--- src/rtl/calcu_pkg.sv ---
`default_nettype none
// ============================================================================
// Module   : calcu_pkg
// Purpose  : Opcodes, flag bit positions and FSM states shared by the calculator.
// Revision : 1.0 - initial release
// ============================================================================
package calcu_pkg;

    typedef enum logic [3:0] {
        OP_SUM  = 4'd0,
        OP_REST = 4'd1,
        OP_MOD  = 4'd2,
        OP_MULT = 4'd3,
        OP_DIV  = 4'd4,
        OP_AND  = 4'd5,
        OP_OR   = 4'd6,
        OP_XOR  = 4'd7,
        OP_LSH  = 4'd8,
        OP_RSH  = 4'd9
    } op_e;

    localparam int FLAG_N = 3;
    localparam int FLAG_Z = 2;
    localparam int FLAG_C = 1;
    localparam int FLAG_V = 0;

    typedef enum logic [1:0] {
        IDLE = 2'd0,
        BUSY = 2'd1,
        DONE = 2'd2
    } state_e;

    function automatic logic is_iter(input logic [3:0] op);
        return (op == OP_MOD) || (op == OP_MULT) || (op == OP_DIV);
    endfunction

endpackage
`default_nettype wire

--- src/rtl/calcu_if.sv ---
`default_nettype none
// ============================================================================
// Module   : calcu_if
// Purpose  : Operand/result handshake bundle between the calculator and its peers.
// Revision : 1.0 - initial release
// ============================================================================
interface calcu_if #(parameter int N = 4);

    logic         in_valid;
    logic         in_ready;
    logic [N-1:0] a;
    logic [N-1:0] b;
    logic [3:0]   seleccion;
    logic         out_valid;
    logic         out_ready;
    logic [N-1:0] salida;
    logic [3:0]   flags;
    logic         busy;

    modport master (
        output in_valid, a, b, seleccion, out_ready,
        input  in_ready, out_valid, salida, flags, busy
    );

    modport slave (
        input  in_valid, a, b, seleccion, out_ready,
        output in_ready, out_valid, salida, flags, busy
    );

endinterface
`default_nettype wire

--- src/rtl/calcu_iter.sv ---
`default_nettype none
// ============================================================================
// Module   : calcu_iter
// Purpose  : Shared N-step shift-add multiplier / restoring divider.
// Revision : 1.0 - initial release
// ============================================================================
module calcu_iter
    import calcu_pkg::*;
#(
    parameter int N = 4
) (
    input  wire logic         clk,
    input  wire logic         rst_n,
    input  wire logic         start,
    input  wire logic         mode,      // 0 multiply, 1 divide
    input  wire logic [N-1:0] a,
    input  wire logic [N-1:0] b,
    output logic              done,
    output logic [N-1:0]      lo_nxt,    // product low / quotient
    output logic [N-1:0]      hi_nxt     // product high / remainder
);

    localparam int CW = $clog2(N);

    logic [N-1:0]  r_hi;
    logic [N-1:0]  r_lo;
    logic [N-1:0]  r_b;
    logic [CW-1:0] r_cnt;
    logic          r_run;
    logic          r_mode;

    logic [N:0]    w_add;
    logic [N:0]    w_sh;
    logic [N-1:0]  w_diff;
    logic          w_ge;

    // {r_hi, r_lo} acts as one 2N-bit register: shifted right for multiply, left for divide.
    always_comb begin
        w_add  = {1'b0, r_hi} + (r_lo[0] ? {1'b0, r_b} : {(N+1){1'b0}});
        w_sh   = {r_hi, r_lo[N-1]};
        w_ge   = (w_sh >= {1'b0, r_b});
        w_diff = w_sh[N-1:0] - r_b;
        if (r_mode) begin
            hi_nxt = w_ge ? w_diff : w_sh[N-1:0];
            lo_nxt = {r_lo[N-2:0], w_ge};
        end else begin
            hi_nxt = w_add[N:1];
            lo_nxt = {w_add[0], r_lo[N-1:1]};
        end
    end

    assign done = r_run && (r_cnt == '0);

    always_ff @(posedge clk or negedge rst_n) begin
        if (!rst_n) begin
            r_hi   <= '0;
            r_lo   <= '0;
            r_b    <= '0;
            r_cnt  <= '0;
            r_run  <= 1'b0;
            r_mode <= 1'b0;
        end else if (start) begin
            r_hi   <= '0;
            r_lo   <= a;
            r_b    <= b;
            r_cnt  <= CW'(N - 1);
            r_run  <= 1'b1;
            r_mode <= mode;
        end else if (r_run) begin
            r_hi <= hi_nxt;
            r_lo <= lo_nxt;
            if (r_cnt == '0) begin
                r_run <= 1'b0;
            end else begin
                r_cnt <= r_cnt - CW'(1);
            end
        end
    end

endmodule
`default_nettype wire

--- src/rtl/calcu_seq.sv ---
`default_nettype none
// ============================================================================
// Module   : calcu_seq
// Purpose  : Clocked N-bit calculator with NZCV flags and valid/ready handshake.
// Revision : 1.0 - initial release
// ============================================================================
module calcu_seq
    import calcu_pkg::*;
#(
    parameter int N = 4
) (
    input  wire logic clk,
    input  wire logic rst_n,
    calcu_if.slave    bus
);

    state_e       r_state;
    logic [N-1:0] r_salida;
    logic [3:0]   r_flags;
    logic [3:0]   r_op;
    logic         r_bz;

    logic         w_xfer;
    logic         w_start;
    logic         w_done;
    logic [N-1:0] w_lo;
    logic [N-1:0] w_hi;
    logic [N:0]   w_sum;
    logic [N:0]   w_dif;
    logic [N:0]   w_lsh;
    logic [N:0]   w_rsh;
    logic         w_big;
    logic [N-1:0] w_res;
    logic         w_c;
    logic         w_v;
    logic [N-1:0] w_it_res;
    logic         w_it_c;
    logic         w_it_v;

    function automatic logic [3:0] mk_flags(input logic [N-1:0] s, input logic c, input logic v);
        logic [3:0] f;
        f         = '0;
        f[FLAG_N] = s[N-1];
        f[FLAG_Z] = (s == '0);
        f[FLAG_C] = c;
        f[FLAG_V] = v;
        return f;
    endfunction

    assign w_xfer  = bus.in_valid && (r_state == IDLE);
    assign w_start = w_xfer && is_iter(bus.seleccion);

    calcu_iter #(.N(N)) u_iter (
        .clk    (clk),
        .rst_n  (rst_n),
        .start  (w_start),
        .mode   (bus.seleccion != OP_MULT),
        .a      (bus.a),
        .b      (bus.b),
        .done   (w_done),
        .lo_nxt (w_lo),
        .hi_nxt (w_hi)
    );

    // Shift vectors carry one guard bit that holds the last bit shifted out.
    always_comb begin
        w_sum = {1'b0, bus.a} + {1'b0, bus.b};
        w_dif = {1'b0, bus.a} - {1'b0, bus.b};
        w_lsh = {1'b0, bus.a} << bus.b;
        w_rsh = {bus.a, 1'b0} >> bus.b;
        w_big = (33'(bus.b) >= 33'(N));
        w_res = '0;
        w_c   = 1'b0;
        w_v   = 1'b0;
        case (bus.seleccion)
            OP_SUM: begin
                w_res = w_sum[N-1:0];
                w_c   = w_sum[N];
                w_v   = (bus.a[N-1] == bus.b[N-1]) && (w_sum[N-1] != bus.a[N-1]);
            end
            OP_REST: begin
                w_res = w_dif[N-1:0];
                w_c   = w_dif[N];
                w_v   = (bus.a[N-1] != bus.b[N-1]) && (w_dif[N-1] != bus.a[N-1]);
            end
            OP_AND: w_res = bus.a & bus.b;
            OP_OR:  w_res = bus.a | bus.b;
            OP_XOR: w_res = bus.a ^ bus.b;
            OP_LSH: if (!w_big) begin
                w_res = w_lsh[N-1:0];
                w_c   = w_lsh[N];
            end
            OP_RSH: if (!w_big) begin
                w_res = w_rsh[N:1];
                w_c   = w_rsh[0];
            end
            default: ;
        endcase
    end

    assign w_it_res = (r_op == OP_MOD) ? w_hi : w_lo;
    assign w_it_c   = (r_op == OP_MULT) && (w_hi != '0);
    assign w_it_v   = (r_op != OP_MULT) && r_bz;

    always_ff @(posedge clk or negedge rst_n) begin
        if (!rst_n) begin
            r_state  <= IDLE;
            r_salida <= '0;
            r_flags  <= '0;
            r_op     <= '0;
            r_bz     <= 1'b0;
        end else begin
            case (r_state)
                IDLE: if (w_xfer) begin
                    r_op <= bus.seleccion;
                    r_bz <= (bus.b == '0);
                    if (w_start) begin
                        r_state <= BUSY;
                    end else begin
                        r_salida <= w_res;
                        r_flags  <= mk_flags(w_res, w_c, w_v);
                        r_state  <= DONE;
                    end
                end
                BUSY: if (w_done) begin
                    r_salida <= w_it_res;
                    r_flags  <= mk_flags(w_it_res, w_it_c, w_it_v);
                    r_state  <= DONE;
                end
                DONE: if (bus.out_ready) begin
                    r_state <= IDLE;
                end
                default: r_state <= IDLE;
            endcase
        end
    end

    assign bus.in_ready  = rst_n && (r_state == IDLE);
    assign bus.out_valid = (r_state == DONE);
    assign bus.busy      = (r_state == BUSY);
    assign bus.salida    = r_salida;
    assign bus.flags     = r_flags;

endmodule
`default_nettype wire

--- src/flat_wrapper.sv ---
// flat-port wrapper written by rule: the top's interface ports become plain ports
module calcu_seq_flat import calcu_pkg::*;
#(
    parameter int N = 4
)
  (clk, rst_n, bus_in_valid, bus_a, bus_b, bus_seleccion, bus_out_ready, bus_in_ready, bus_out_valid, bus_salida, bus_flags, bus_busy);
  calcu_if #(.N(N)) bus_i ();
  input  wire logic clk;
  input  wire logic rst_n;
  input wire logic [$bits(bus_i.in_valid)-1:0] bus_in_valid;
  input wire logic [$bits(bus_i.a)-1:0] bus_a;
  input wire logic [$bits(bus_i.b)-1:0] bus_b;
  input wire logic [$bits(bus_i.seleccion)-1:0] bus_seleccion;
  input wire logic [$bits(bus_i.out_ready)-1:0] bus_out_ready;
  output wire logic [$bits(bus_i.in_ready)-1:0] bus_in_ready;
  output wire logic [$bits(bus_i.out_valid)-1:0] bus_out_valid;
  output wire logic [$bits(bus_i.salida)-1:0] bus_salida;
  output wire logic [$bits(bus_i.flags)-1:0] bus_flags;
  output wire logic [$bits(bus_i.busy)-1:0] bus_busy;
  assign bus_i.in_valid = bus_in_valid;
  assign bus_i.a = bus_a;
  assign bus_i.b = bus_b;
  assign bus_i.seleccion = bus_seleccion;
  assign bus_i.out_ready = bus_out_ready;
  assign bus_in_ready = bus_i.in_ready;
  assign bus_out_valid = bus_i.out_valid;
  assign bus_salida = bus_i.salida;
  assign bus_flags = bus_i.flags;
  assign bus_busy = bus_i.busy;
  calcu_seq #(.N(N)) u_core (.clk(clk), .rst_n(rst_n), .bus(bus_i));
endmodule
--- config.mk ---
export PLATFORM = sky130hd
export DESIGN_NAME = calcu_seq_flat
export DESIGN_NICKNAME = d
export VERILOG_FILES = /design/src/rtl/calcu_pkg.sv /design/src/rtl/calcu_if.sv /design/src/rtl/calcu_iter.sv /design/src/rtl/calcu_seq.sv /design/src/flat_wrapper.sv
export SDC_FILE = /design/constraint.sdc
export NUM_CORES = 1
export LEC_CHECK = 0
export ABC_AREA = 0
export ABC_CLOCK_PERIOD_IN_PS = 2600
export CORE_ASPECT_RATIO = 0.6
export CORE_MARGIN = 2
export CORE_UTILIZATION = 55
export CTS_BUF_LIST = sky130_fd_sc_hd__clkbuf_16
export DETAILED_ROUTE_END_ITERATION = 8
export PLACE_DENSITY = 0.8
export SLEW_MARGIN = 0
export SYNTH_ARGS = -nofsm -noshare
export SYNTH_HDL_FRONTEND = slang
export SYNTH_SLANG_ARGS = --single-unit
--- constraint.sdc ---
create_clock -name clk -period 2.6 [get_ports clk]
set_input_delay 0.78 -clock clk [delete_from_list [all_inputs] [get_ports clk]]
set_output_delay 0.78 -clock clk [all_outputs]
set_load 0.01 [all_outputs]
==> impl_results.md, run 1 <==
* Clk root buf: clkbuf_16
* Crit-path max cell delay at 0.50 ns
* Period utilization at 99.4%
* Distinct cells, synth at 54
* Average cell area after synthesis at 8.08 um^2
* Max-Cap Viols at 0
* DR vias at 3112
* Hold-fix buffers, CTS at 0
* Share of layout cells above drive strength 1 at 29.2%
* Pleak at 1.70 nW
* Required time of the critical path at 2.81 ns
* DR pass1 iterations at 8
* Routed WL per cell at 19.4 um
* Die Wd at 95.1 um
* Hold WC Path Type: reg2reg
* Post-synth top area share at 27.4%
* Fillers at 288
* Worst Skew at 0.00570 ns
* Peak supply drop at 985 uV
* Clock sink count at 30
* Routed Antenna Nets at 0
* Number of I/O port buffers at 26
* Placed instance area at 0.00346 mm^2
* Commonest cells in the netlist: nand2_1 (35), nor2_1 (32), dfrtp_1 (30)
* Crit-path slowest cell: mux4_2
* Power per cell area at 1180 mW/mm^2
* CP Capture Type: flop
* Launching element type of the critical path: flop
* Starting Density at 58.5%
* Die area at 0.00558 mm^2
* Core box area at 0.00468 mm^2
* Crit path time final at 2.58 ns
* Final Hold Fails at 0
* EDFF count, synth at 0
* Pwr Total at 4.47 mW
* Syn Nets at 381
* Sequential element share of the synthesized area at 27.4%
* GRT Total Usage at 32.4%
* Worst Path Buf+Inv at 2
* Detailed Route Iter0 Violations at 430
* Synth Cell Area at 0.00274 mm^2
* First-pass GRT wire length at 13400 um
* Initial antenna violation count at 0
* Post-DP HPWL at 6380 um
* Rows at 19
* Area delta synth->final at 38.6%
* Number of CTS-inserted buffers at 5
* YS warnings at 0
* CP delay by family, top: compound AO/OA/AOI/OAI gates
* Min-delay src: u_core.u_iter.r_cnt[1]
* Critical path arrival at 2.79 ns
* Reg area at 752 um^2
* Worst rel slew slack at 43.4%
* Worst r2r src: u_core.u_iter.r_b[0]
* TritonCTS clock tree: yes
* Async set-or-reset flop fraction in the synthesized netlist at 100%
* Vias per cell at 6.43
* Largest cells by area after synthesis: dfrtp_1 (27%), ha_1 (10%), mux2i_1 (5.5%), nand2_1 (4.8%), o21ai_0 (4.8%)
* Worst Path Max Fanout at 3
* Outcome: completed
* Slew Limit Fails at 0
* Worst Tran Pin Value at 0.849 ns
* Nets@finish at 462
* Vias in the first global route at 2679
* Htree depth at 2
* Largest net degree at the start of global routing at 31
* Setup CP Type: reg2reg
* Post-synthesis cell count at 339
* Fin Setup TNS at 0 ns
* Grt ovf at 0
* Layout Cells excl Fill at 484
* Dominant synthesized flop cell: dfrtp_1
* Placer Congestion at 0.951
* Crit. Startpoint: u_core.u_iter.r_b[0]
* Maximum root-to-sink buffer count at 2
* DRC Markers at 0
* Clk slew on worst S/H paths at 0.05 ns
* Post-Route WL at 9410 um
* CP cell instances: buf_4, ha_4, inv_2, fa_2, nor3_2, a21oi_1, o32a_1, mux4_2, nand3b_1, a31oi_1
* Design area at 0.00379 mm^2
* Max Freq at 0.387 GHz
* Synth area leader: dfrtp_1
* Die height at 58.7 um
* # diodes at 0
* Placed Cells incl. Taps at 467
* Post-synthesis register bit count at 30
* Clk_lat worst skew at 0.29 ns
* Most common cell in the netlist: nand2_1
* Multi-input logic area at 0.00197 mm^2
* Top-level I/O count at 27
* Final number of setup-violating endpoints at 0
==> through the flow <==
stage | util, % | hold WS, ns | setup slack (ns)
after floorplan | - | 0.449 | 0.0120
after global placement | 74.0 | 0.462 | -0.376
after detailed placement | 74.0 | 0.469 | -0.486
after global routing | 81.0 | 0.538 | -0.0767
final | 81.0 | 0.514 | 0.0158
after CTS | 77.7 | 0.481 | -0.0790
==> what timing repair did <==
item,4_1_cts,5_1_grt
setup endpoints to repair,6,7
pin swaps,7,9
resized for setup,15,32
setup buffers,2,7
==> report_power, final <==
part,internal (mW),switching (mW)
combinational,1.42,1.57
clock,0.349,0.228
sequential,0.689,0.209
total,2.46,2.01
==> cell families after synthesis <==
group	share of synthesized area [%]
flops	27.4
fa+ha+maj	13.0
compound gates	22.0
mux	9.19
simple gates	20.8
buf+inv	6.03
xor+xnor	1.60
==> placed cells by master (no fill, tap or decap), drive strengths merged, types with 7 or more instances in the layout <==
cell type	Yosys	routed
a21oi	23	23
and2	7	7
nor3	11	11
nor2	32	32
nand3	10	10
mux2i	15	15
nand2	35	35
mux2	7	7
dfrtp	30	30
inv	23	23
nand2b	8	8
ha	22	22
a31oi	8	8
buf	3	66
clkdlybuf4s50	0	19
o21ai	26	26
==> routing by layer <==
| layer | wire, um | GRT usage, % | vias up |
|---|---|---|---|
| met5 | 0 | 0 | - |
| li1 | - | - | 1368 |
| met4 | 325 | 9.73 | 0 |
| met2 | 3890 | 44.2 | 243 |
| met3 | 1150 | 8.96 | 48 |
| met1 | 4050 | 49.5 | 1453 |
==> state kept, by name, summed over array words and instances (netlist names) <==
signal	cells
u_core.bus.flags	4
u_core.bus.salida	3
u_core.r_bz	1
u_core.r_op	4
u_core.r_state	2
u_core.u_iter.r_b	4
u_core.u_iter.r_cnt	2
u_core.u_iter.r_hi	4
u_core.u_iter.r_lo	4
u_core.u_iter.r_mode	1
u_core.u_iter.r_run	1
==> cell type report <==
| class | instances | share of cell area [%] |
|---|---|---|
| Clock inverter | 3 | 0.429 |
| Clock buffer | 5 | 3.30 |
| Inverter | 24 | 2.44 |
| Multi-Input combinational cell | 267 | 51.9 |
| Timing Repair Buffer | 92 | 20.0 |
| Sequential cell | 30 | 19.8 |
| Tap cell | 63 | 2.08 |
==> worst paths after layout <==
path,slack [ns],depth (start not counted),end
hold / removal,0.51,1,u_core.u_iter.r_cnt[1]
hold reg to reg,0.51,1,u_core.u_iter.r_cnt[1]
max in group asynchronous,1.38,2,u_core.u_iter.r_hi[0]
setup reg to reg,0.02,10,u_core.bus.flags[2]
setup / recovery,0.02,10,u_core.bus.flags[2]
min in group asynchronous,0.92,2,u_core.r_op[2]
Power figures use the tool's default switching activity.
==> inputs of run 2 (changes only) <==
--- a/config.mk
+++ b/config.mk
@@ -6,14 +6,14 @@
 export NUM_CORES = 1
 export LEC_CHECK = 0
 export ABC_AREA = 0
-export ABC_CLOCK_PERIOD_IN_PS = 2600
+export ABC_CLOCK_PERIOD_IN_PS = 2900
 export CORE_ASPECT_RATIO = 0.6
 export CORE_MARGIN = 2
 export CORE_UTILIZATION = 55
 export CTS_BUF_LIST = sky130_fd_sc_hd__clkbuf_16
 export DETAILED_ROUTE_END_ITERATION = 8
 export PLACE_DENSITY = 0.8
-export SLEW_MARGIN = 0
+export SLEW_MARGIN = 10
 export SYNTH_ARGS = -nofsm -noshare
 export SYNTH_HDL_FRONTEND = slang
 export SYNTH_SLANG_ARGS = --single-unit
==> constraint.sdc (replaced) <==
create_clock -name clk -period 2.9 [get_ports clk]
set_input_delay 0.87 -clock clk [delete_from_list [all_inputs] [get_ports clk]]
set_output_delay 0.87 -clock clk [all_outputs]
set_load 0.01 [all_outputs]
==> run 2 against run 1 <==
  * Routed wire length fell by 11%
  * Utilization fell by 4.7 points
  * Worst setup slack improved by 0.12 ns
  * Critical path type is now in2reg
  * Highest routed layer unchanged
==> impl_results.md, run 2 (synthesis gave the netlist of run 1 again) <==
* Clock sink count at 30
* Slew Limit Fails at 0
* Worst rel slew slack at 47.6%
* Worst Tran Pin Value at 0.786 ns
* Initial antenna violation count at 0
* DR pass1 iterations at 5
* Worst Path Max Fanout at 6
* Launching element type of the critical path: input pin
* Dpl ws at -0.357 ns
* Period utilization at 95.3%
* Core box area at 0.00468 mm^2
* Outcome: completed
* Min Hold Slack at 0.508 ns
* Number of I/O port buffers at 26
* Area delta synth->final at 30.6%
* Peak supply drop at 803 uV
* Die area at 0.00558 mm^2
* Rows at 19
* Routed Antenna Nets at 0
* Crit-path max cell delay at 0.69 ns
* Max Freq at 0.362 GHz
* Die height at 58.7 um
* Required time of the critical path at 3.07 ns
* Worst Path Buf+Inv at 2
* Critical path arrival at 2.93 ns
* Worst Skew at 0.00459 ns
* Final Hold Fails at 0
* DRC Markers at 0
* Vias per cell at 6.16
* Hold-fix buffers, CTS at 0
* CP delay by family, top: buffers and inverters
* Grt ovf at 0
* Clk_lat worst skew at 0.28 ns
* Hold WC Path Type: reg2reg
* Post-Route WL at 8420 um
* TritonCTS clock tree: yes
* Vias in the first global route at 2593
* GRT Total Usage at 32.3%
* Die Wd at 95.1 um
* Commonest cells after routing, fill and taps aside: buf_4 (44), nand2_1 (35), nor2_1 (32)
* Routed WL per cell at 18.2 um
* RSZ-0062 raised after global routing: false
* Setup CP Type: in2reg
* Crit path time final at 2.76 ns
* Post-DP HPWL at 6470 um
* Share of layout cells above drive strength 1 at 20.3%
* Clk root buf: clkbuf_16
* Htree depth at 2
* Crit-path slowest cell: clkdlybuf4s50_1
* # diodes at 0
* CP cell instances: clkdlybuf4s50_1, mux2i_1, o21ai_0, o21a_1, nor2_1, buf_4, mux2_2
* Largest net degree at the start of global routing at 31
* Final number of setup-violating endpoints at 0
* Detailed Route Iter0 Violations at 227
* Worst setup margin at 0.135 ns
* First-pass GRT wire length at 13300 um
* CP Capture Type: flop
* Nets@finish at 441
* Max-Cap Viols at 0
* Number of CTS-inserted buffers at 5
* Pleak at 1.66 nW
* Clk slew on worst S/H paths at 0.05 ns
* Placer Congestion at 0.998
* Final Util at 76.3%
* Power per cell area at 993 mW/mm^2
* DR vias at 2850
* Commonest non-fill, non-tap cell in the layout: buf_4
* Top-level I/O count at 27
* Maximum root-to-sink buffer count at 2
* Starting Density at 58.5%
[run 2: cell types whose count changed in the layout (fill, tap and decap cells not counted), moves of 3 or more]
| cell | delta |
|---|---|
| buf_4 | -20 |
| dlymetal6s2s_1 | +6 |
| ha_1 | +6 |
| ha_2 | -5 |
| dlygate4sd2_1 | -4 |
| inv_1 | +3 |
| o21ai_0 | +3 |
[run 2: path summary, 6_finish.rpt]
| kind | from | endpoint | slack, ns | depth (start not counted) |
|---|---|---|---|---|
| max in group asynchronous | rst_n | u_core.u_iter.r_lo[0] | 1.59 | 2 |
| setup reg to reg | u_core.u_iter.r_lo[3] | u_core.bus.flags[1] | 0.20 | 10 |
| hold reg to reg | u_core.bus.salida[0] | u_core.bus.salida[0] | 0.51 | 2 |
| min in group asynchronous | rst_n | u_core.bus.salida[0] | 1.02 | 2 |
| setup / recovery | bus_seleccion[2] | u_core.bus.salida[1] | 0.14 | 7 |
| hold / removal | u_core.bus.salida[0] | u_core.bus.salida[0] | 0.51 | 2 |
[run 2: cell type report]
type                    instances  area, um^2
fillers                       364        1110
well taps                      63        78.8
clock buffers                   5         125
inverters                      24        90.1
multi-input cells             267        1890
repair buffers                 71         628
flip-flops and latches         30         751
clock inverters                 3        16.3
[run 2: what timing repair did]
item,CTS,global route
buffers inserted,0,1
setup endpoints to repair,2,5
gates resized for setup,4,15
cloned,0,0
pin swaps,0,5
[run 2: routing by layer]
| layer | global-route usage, % | vias up | share of wire, % |
|---|---|---|---|
| met4 | 6.21 | 0 | 1.5 |
| met1 | 50.7 | 1365 | 49 |
| met5 | 0 | - | 0 |
| met3 | 9.60 | 16 | 9.9 |
| met2 | 43.8 | 142 | 40 |
| li1 | - | 1327 | - |
[run 2: stage by stage]
| stage | area, um^2 | cells | setup TNS, ns | power (mW) |
|---|---|---|---|---|
| floorplan | 2740 | 339 | 0 | 2.20 |
| global placement | 3360 | 454 | -0.867 | 2.87 |
| detailed placement | 3360 | 454 | -1.15 | 2.96 |
| CTS | 3510 | 462 | 0 | 3.49 |
| global route | 3570 | 463 | 0 | 3.80 |
| finish | 3570 | 463 | 0 | 3.55 |
[run 2: where the power goes]
part / internal, mW / switching (mW) / leakage [nW] / total (mW)
Sequential: 0.617 / 0.221 / 0.364 / 0.838
Combinational: 1.04 / 1.17 / 1.23 / 2.21
Clock: 0.313 / 0.189 / 0.0672 / 0.502
[run 2: worst min-delay path: stages, from the launching register on]
cell	delay, ns
dfrtp_1	0.33
o21ai_0	0.09
nand2_1	0.06
